<file path="src/rtl/prio_event_encoder.sv">
// Registered priority encoder with sticky request capture.
// Presents one pending index at a time under a valid/ack handshake.
module prio_event_encoder #(
  parameter int N = 15,
  parameter int OUT_W = 8,
  parameter logic [OUT_W-1:0] NONE_CODE = OUT_W'(8'hF0),
  parameter bit RR = 1'b0
) (
  input  logic             clk,
  input  logic             rst,
  input  logic             en,
  input  logic             edge_mode,
  input  logic [N-1:0]     req,
  input  logic             ack,
  output logic             valid,
  output logic [OUT_W-1:0] code_out,
  output logic [N-1:0]     pending,
  output logic             overflow
);

  localparam int IW = $clog2(N);

  typedef enum logic {
    IDLE    = 1'b0,
    PRESENT = 1'b1
  } state_t;

  state_t           state_q;
  state_t           state_d;
  logic [N-1:0]     req_q;
  logic [N-1:0]     hit;
  logic [N-1:0]     clr;
  logic [N-1:0]     cand;
  logic [IW-1:0]    idx_q;
  logic [IW-1:0]    idx_d;
  logic [IW-1:0]    last_q;
  logic [IW-1:0]    base;
  logic [IW-1:0]    sel;
  logic [OUT_W-1:0] code_d;
  logic             accept;

  assign valid  = (state_q == PRESENT);
  assign accept = valid & ack;

  assign hit  = en ? (edge_mode ? (req & ~req_q) : req) : '0;
  assign cand = pending & ~clr;

  // An accepted index acts as the new round-robin anchor at once.
  assign base = accept ? idx_q : last_q;

  // One-hot clear of the index being accepted this cycle.
  always_comb begin
    clr = '0;
    if (accept) clr[idx_q] = 1'b1;
  end

  // Pick the winning candidate; later loop hits override earlier ones.
  always_comb begin
    int j;
    logic [IW-1:0] jj;
    sel = '0;
    j   = 0;
    jj  = '0;
    if (RR) begin
      for (int k = N; k >= 1; k--) begin
        j = int'(base) - k;
        if (j < 0) j = j + N;
        jj = IW'(j);
        if (cand[jj]) sel = jj;
      end
    end else begin
      for (int i = 0; i < N; i++) begin
        jj = IW'(i);
        if (cand[jj]) sel = jj;
      end
    end
  end

  // Handshake FSM: next state, next index and next code.
  always_comb begin
    state_d = state_q;
    idx_d   = idx_q;
    code_d  = code_out;
    unique case (state_q)
      IDLE: begin
        if (|pending) begin
          state_d = PRESENT;
          idx_d   = sel;
          code_d  = OUT_W'(sel);
        end
      end
      PRESENT: begin
        if (ack) begin
          if (|cand) begin
            idx_d  = sel;
            code_d = OUT_W'(sel);
          end else begin
            state_d = IDLE;
            code_d  = NONE_CODE;
          end
        end
      end
      default: begin
        state_d = IDLE;
        code_d  = NONE_CODE;
      end
    endcase
  end

  // FSM state and presented code registers.
  always_ff @(posedge clk) begin
    if (rst) begin
      state_q  <= IDLE;
      idx_q    <= '0;
      code_out <= NONE_CODE;
    end else begin
      state_q  <= state_d;
      idx_q    <= idx_d;
      code_out <= code_d;
    end
  end

  // Request history, sticky pending set, round-robin anchor, overflow.
  always_ff @(posedge clk) begin
    if (rst) begin
      req_q    <= '0;
      pending  <= '0;
      last_q   <= '0;
      overflow <= 1'b0;
    end else begin
      req_q    <= req;
      pending  <= cand | hit;
      overflow <= overflow | (|(hit & cand));
      if (accept) last_q <= idx_q;
    end
  end

endmodule

</file>
<file path="config.mk">
export PLATFORM = sky130hd
export DESIGN_NAME = prio_event_encoder
export DESIGN_NICKNAME = d
export VERILOG_FILES = /design/src/rtl/prio_event_encoder.sv
export SDC_FILE = /design/constraint.sdc
export NUM_CORES = 1
export LEC_CHECK = 0
export ABC_AREA = 1
export ABC_CLOCK_PERIOD_IN_PS = 2200
export BUFFER_PORTS_ARGS = -buffer_cell sky130_fd_sc_hd__buf_2
export CAP_MARGIN = 20
export CORE_AREA = 2 2 61 63
export CTS_BUF_LIST = sky130_fd_sc_hd__clkbuf_4
export CTS_CLUSTER_SIZE = 8
export DETAILED_ROUTE_END_ITERATION = 8
export DIE_AREA = 0 0 63 65
export GPL_TIMING_DRIVEN = 0
export PLACE_DENSITY = 0.78
export SETUP_SLACK_MARGIN = 0.02
export SYNTH_ARGS = -nofsm -noshare
export SYNTH_HDL_FRONTEND = slang
export SYNTH_SLANG_ARGS = --single-unit
</file>
<file path="constraint.sdc">
create_clock -name clk -period 2.2 [get_ports clk]
set_input_delay 0.22 -clock clk [delete_from_list [all_inputs] [get_ports clk]]
set_output_delay 0.22 -clock clk [all_outputs]
set_load 0.02 [all_outputs]
</file>
## After elaboration in Yosys (flattened, before gate mapping)

Index checks and enable logic that the tools add are counted.
Widths: inputs -> output; s select.

- Register bits after elaboration: 44
- Bits in latches: 0
- Bits in writable memories: 0
- Memory bits (read-only): 0
- Bits of input ports: 20
- Output and inout bits: 25
- Word-level logic and storage cells: 57
- Memories kept: 0

- $add $sub $neg: 0
- Multipliers: 0
- Divide/modulo/power cells: 0
- $lt $le $gt $ge: 2
- Eq/ne operators: 3
- Shift-type cells: 0
- Multiplexer cells: 31
- Bitwise operators: 9
- Reduce and logical (&&, ||, !) cells: 6

Operators with widths:

| operator | count |
|---|---|
| $mux 4 | 15 |
| $and 15x15->15 | 3 |
| $mux 15 | 3 |
| $reduce_or 15->1 | 3 |
| $not 15->15 | 2 |
| $mux 8 | 3 |
| $pmux 8 s2 | 1 |
| $or 15x15->15 | 1 |
| $pmux 4 s2 | 1 |
| $lt 4x5->1 const B | 1 |
| $mux 1 | 5 |
| $demux 1 s4 | 1 |
| $ge 4x1->1 const B | 1 |
| $ne 2x2->1 const B | 2 |
| $reduce_and 3->1 | 1 |
| $mux 2 | 1 |
| $ne 2x1->1 const B | 1 |
| $pmux 1 s2 | 1 |
| $reduce_and 2->1 | 1 |
| $and 1x1->1 | 1 |
| $logic_and 1x1->1 | 1 |
| $not 1->1 | 1 |
| $or 1x1->1 | 1 |

## Longest topological paths before layout

- Depth in word-level cells: 24
- Gate-level depth with buffers: 19

## Worst setup path before layout

Ideal clock, no wire load.

- Path kind: register to register
- Start point: reg state_q, in the netlist valid
- End point: reg code_out[0]
- Data arrival time: 1.789 ns
- Required time: 2.068 ns
- Path slack: 0.278 ns
- Cell stages (with the launch flop): 12
- Buffers on the path: 0
- Period minus slack after synthesis: 1.922 ns
- Path through: dfxtp_1 -> nand2_1 -> inv_2 -> nand2_2 -> o31ai_2 -> nand2_1 -> nor2_2 -> nand2_2 -> o31ai_4 -> nor2_1 -> nand2_1 -> a21oi_1

- Cells in the longest elaborated chain, start to end: 21
- Elaborated cells on any way between the ends: 27
- Classes of those cells: 2 x eq/ne; 19 x mux; 4 x bitwise; 2 x reduce/logical

RTL lines:

| what | line | RTL |
|---|---|---|
| start, declared | 28 | `state_t state_q;` |
| start signal, assigned | 117 | `state_q <= state_d;` |
| $and 1x1->1 | 43 | `assign accept = valid & ack;` |
| $mux 15 | 54 | `if (accept) clr[idx_q] = 1'b1;` |
| $not 15->15 | 46 | `assign cand = pending & ~clr;` |
| $and 15x15->15 | 46 |  |
| $mux 1 | 74 | `if (cand[jj]) sel = jj;` |
| $mux 2 | 74 |  |
| $mux 4 (12 in series) | 74 |  |
| $mux 8 | 94 | `if (\|cand) begin` |
| $mux 8 | 93 | `if (ack) begin` |
| $pmux 8 s2 | 84 | `unique case (state_q)` |
| end signal, assigned | 119 | `code_out <= code_d;` |
| end, declared | 16 | `output logic [OUT_W-1:0] code_out,` |

Several ways; a longest one is shown, not always the timed one. The select of a mux whose other input is x is not followed.
A chain may end at the register's enable or synchronous reset.

## Worst setup path after layout

- Start point: reg pending[7]
- End point: reg code_out[3]

- Cells in the longest elaborated chain, start to end: 12
- Elaborated cells on any way between the ends: 17
- Classes of those cells: 1 x eq/ne; 12 x mux; 1 x bitwise; 3 x reduce/logical

RTL lines:

| what | line | RTL |
|---|---|---|
| start, declared | 17 | `output logic [N-1:0] pending,` |
| start signal, assigned | 132 | `pending <= cand \| hit;` |
| $and 15x15->15 | 46 |  |
| $mux 4 (8 in series) | 74 |  |
| $mux 8 | 94 |  |
| $mux 8 | 93 |  |
| $pmux 8 s2 | 84 |  |

Several ways; a longest one is shown, not always the timed one. The select of a mux whose other input is x is not followed.

==> results.json <==
{
  "outcome": "completed",
  "routed_via_density": 4.88,
  "drtIter0Drc": 51,
  "synth_seq_cells": 41,
  "wl_per_cell_um": 11.8,
  "cp_top_family": "simple AND/OR/NAND/NOR gates",
  "chipWidth_um": 63,
  "cp_num_buf_inv": 2,
  "grt_pass1_wl_um": 6660,
  "slew_violations": 0,
  "ant_nets": 0,
  "rrSetupSlack_ns": 0.11,
  "synth_nets": 267,
  "worst_pin_slew_ns": 0.489,
  "drive_gt1_share_pct": 26.3,
  "design.core.area_um2": 3500,
  "fin_skew_ns": 0.00663,
  "layout_min_cycle_time_ns": 2.09,
  "yosys_warnings": 0,
  "whs_path_depth": 3,
  "grt_max_degree": 13,
  "cts_buffer_depth": 2,
  "cts.htree.levels": 2,
  "worstSetupStartpointType": "flip-flop",
  "io_buffers": 43,
  "postPlaceCellArea_um2": 2060,
  "min_from": "req[3]",
  "synth_area_per_cell_um2": 7.21,
  "fin_nets": 319,
  "synthCells": 247,
  "cp_data_required_time_ns": 2.47,
  "dieArea_um2": 4100,
  "synth_seq_area_share_pct": 46.1,
  "antenna_found_initial": 0,
  "clock_latency_ns": 0.35,
  "start_util_pct": 50.9,
  "critPathMaxStageDelay_ns": 0.35,
  "first_global_vias": 1611,
  "cts_root_buf": "clkbuf_4",
  "crit_path_cell_trace": "or2_1 -> nor3_1 -> nand3b_1 -> nor4_1 -> nand2_1 -> o21ai_1 -> inv_1 -> nand2_1 -> nand2_1 -> nand2_1 -> inv_1",
  "antenna_cells": 0,
  "grt_overflow": 0,
  "slowest_stage": "dfxtp_1",
  "reg2reg_to": "code_out[3]$_SDFFE_PP0P_",
  "cts_tree": "built",
  "rr_startpoint": "pending[7]$_SDFF_PP0_",
  "fin_area_um2": 2200,
  "crit_fanout": 5,
  "slew_headroom_pct": 67.4,
  "peakVddDrop_mv": 0.496,
  "finalHoldViolCount": 0,
  "cts_buffers": 5,
  "hold_path_end": "req_q[3]$_SDFF_PP0_",
  "min_path_type": "input pin to flip-flop",
  "wl_um": 4090,
  "fp.dieH_um": 65,
  "dp_hpwl_um": 3130,
  "power_density_nw_per_um2": 780,
  "p_leak_uw": 0.00107,
  "fin_crit_sh_pct": 94.9,
  "rows": 22,
  "fillerInstances": 357,
  "vias": 1697,
  "gp_congestion": 0.933,
  "synth_cell_types": 24,
  "ios": 45,
  "dr.pass1.iters": 4,
  "clock-sinks": 41,
  "r2r_cells": 11,
  "fmax_ghz": 0.479,
  "finalSetupViolCount": 0,
  "syn_area_um2": 1780,
  "fin_setup_tns_ns": 0,
  "max_cap_violations": 0,
  "syn2layout_area_growth_pct": 23.8,
  "holdBufCountCts": 0,
  "critPathKind": "flip-flop to flip-flop",
  "drc": 0,
  "endpoint_kind": "flip-flop",
  "track_usage_pct": 21.0,
  "arrival_ns": 2.36,
  "timing.critical_path.mode_cell": "nand2_1",
  "clk_pin_slew_ns": 0.12
}
-- synth_stat cells --
master	count	area [um2]
o22ai_1	7	43.8
nor3_1	2	10.0
nor2_2	2	12.5
nor2_1	23	86.3
inv_1	27	101
nand2_1	63	236
or2_1	1	6.26
a21oi_1	24	120
o31ai_2	2	25.0
a31oi_1	2	12.5
o21ai_0	1	5.00
dfxtp_1	41	821
or2_2	1	6.26
clkbuf_1	6	22.5
o21ai_2	4	35.0
o31ai_4	1	21.3
nand2_2	2	12.5
inv_2	3	11.3
nand3b_1	1	7.51
nor4_1	4	25.0
nand3_1	18	90.1
nand4_1	1	6.26
buf_4	3	22.5
o21ai_1	8	40.0
-- stage by stage --
step	setup slack [ns]	util, %	hold WS, ns	cells	total power, uW
detailed placement	0.139	58.8	0.444	338	1220
global placement	0.152	58.8	0.433	338	1220
floorplan	0.278	-	0.327	247	1110
global route	-0.0277	63.0	0.0577	348	1810
finish	0.112	63.0	0.0743	348	1720
CTS	0.122	61.1	0.0673	346	1700
-- cells in the final DEF, fill, tap and decap left out --
cell / Yosys / layout
dfxtp_2: 0 / 2
nand2_1: 63 / 62
or2_2: 1 / 1
o21ai_4: 0 / 2
nor2_4: 0 / 1
o21ai_2: 4 / 6
nor2_1: 23 / 21
clkbuf_1: 6 / 6
a21oi_1: 24 / 24
clkinv_1: 0 / 1
o31ai_2: 2 / 1
nand3_1: 18 / 18
nor2_2: 2 / 3
inv_1: 27 / 27
inv_2: 3 / 3
or2_1: 1 / 1
o21ai_1: 8 / 4
o22ai_1: 7 / 7
bufinv_16: 0 / 1
nand4_1: 1 / 1
clkbuf_4: 0 / 6
o31ai_4: 1 / 2
a31oi_1: 2 / 2
o21ai_0: 1 / 1
nand3b_1: 1 / 1
nor3_1: 2 / 2
buf_2: 0 / 43
dfxtp_1: 41 / 39
buf_4: 3 / 5
nor4_1: 4 / 4
nand2_2: 2 / 3
-- worst min-delay path: stages --
cell and delay [ns]:
buf_2 0.11, inv_1 0.04, nor2_1 0.03
-- what timing repair did --
action,CTS,global route
resized for setup,0,13
endpoints found under the setup margin,0,6
setup buffers,0,2
-- cell type report --
cell class | instances | area [um2] | area share (%)
tap | 48 | 60.1 | 2.73
sequential | 41 | 823 | 37.4
clock buffer | 6 | 45.0 | 2.04
multi-input combinational | 167 | 853 | 38.7
inverter | 30 | 113 | 5.11
buffer | 9 | 45.0 | 2.04
timing repair buffer | 45 | 230 | 10.4
clock inverter | 2 | 33.8 | 1.53
-- sequential cells by signal, summed over array words and instances, names as in the netlist --
register	cells
pending	15
idx_q	4
req_q	15
valid	1
overflow	1
code_out	5
-- routing by layer --
| metal | track usage (%) | vias up | routed length (um) |
|---|---|---|---|
| met5 | 0 | - | 0 |
| met4 | 6.94 | 0 | 48 |
| met3 | 5.90 | 7 | 215 |
| met1 | 24.2 | 740 | 1810 |
| met2 | 37.5 | 42 | 2020 |
| li1 | - | 908 | - |
-- worst max path at each step --
stage	startpoint	endpoint	slack, ns	cells after the start
floorplan	valid$_SDFF_PP0_	code_out[0]$_SDFFE_PP0P_	0.28	11
global placement	valid$_SDFF_PP0_	idx_q[0]$_SDFFE_PP0P_	0.15	11
detailed placement	valid$_SDFF_PP0_	idx_q[0]$_SDFFE_PP0P_	0.14	11
CTS	valid$_SDFF_PP0_	idx_q[0]$_SDFFE_PP0P_	0.12	11
global route	idx_q[3]$_SDFFE_PP0P_	code_out[0]$_SDFFE_PP0P_	-0.03	11
finish	pending[7]$_SDFF_PP0_	code_out[3]$_SDFFE_PP0P_	0.11	11
-- power by group --
part / switching, uW / internal (uW)
Clock: 240 / 249
Sequential: 47.0 / 803
Combinational: 246 / 135
Total: 533 / 1190
-- cells by family (layout without fill, tap and decap cells) --
logic type,count (synthesis),after routing,synth area share [%]
AOI/OAI and AO/OA,49,49,17.0
buffers and inverters,39,92,8.85
DFF,41,41,46.1
and+or+nand+nor,118,118,28.0
(Power assumes the default switching activity.)
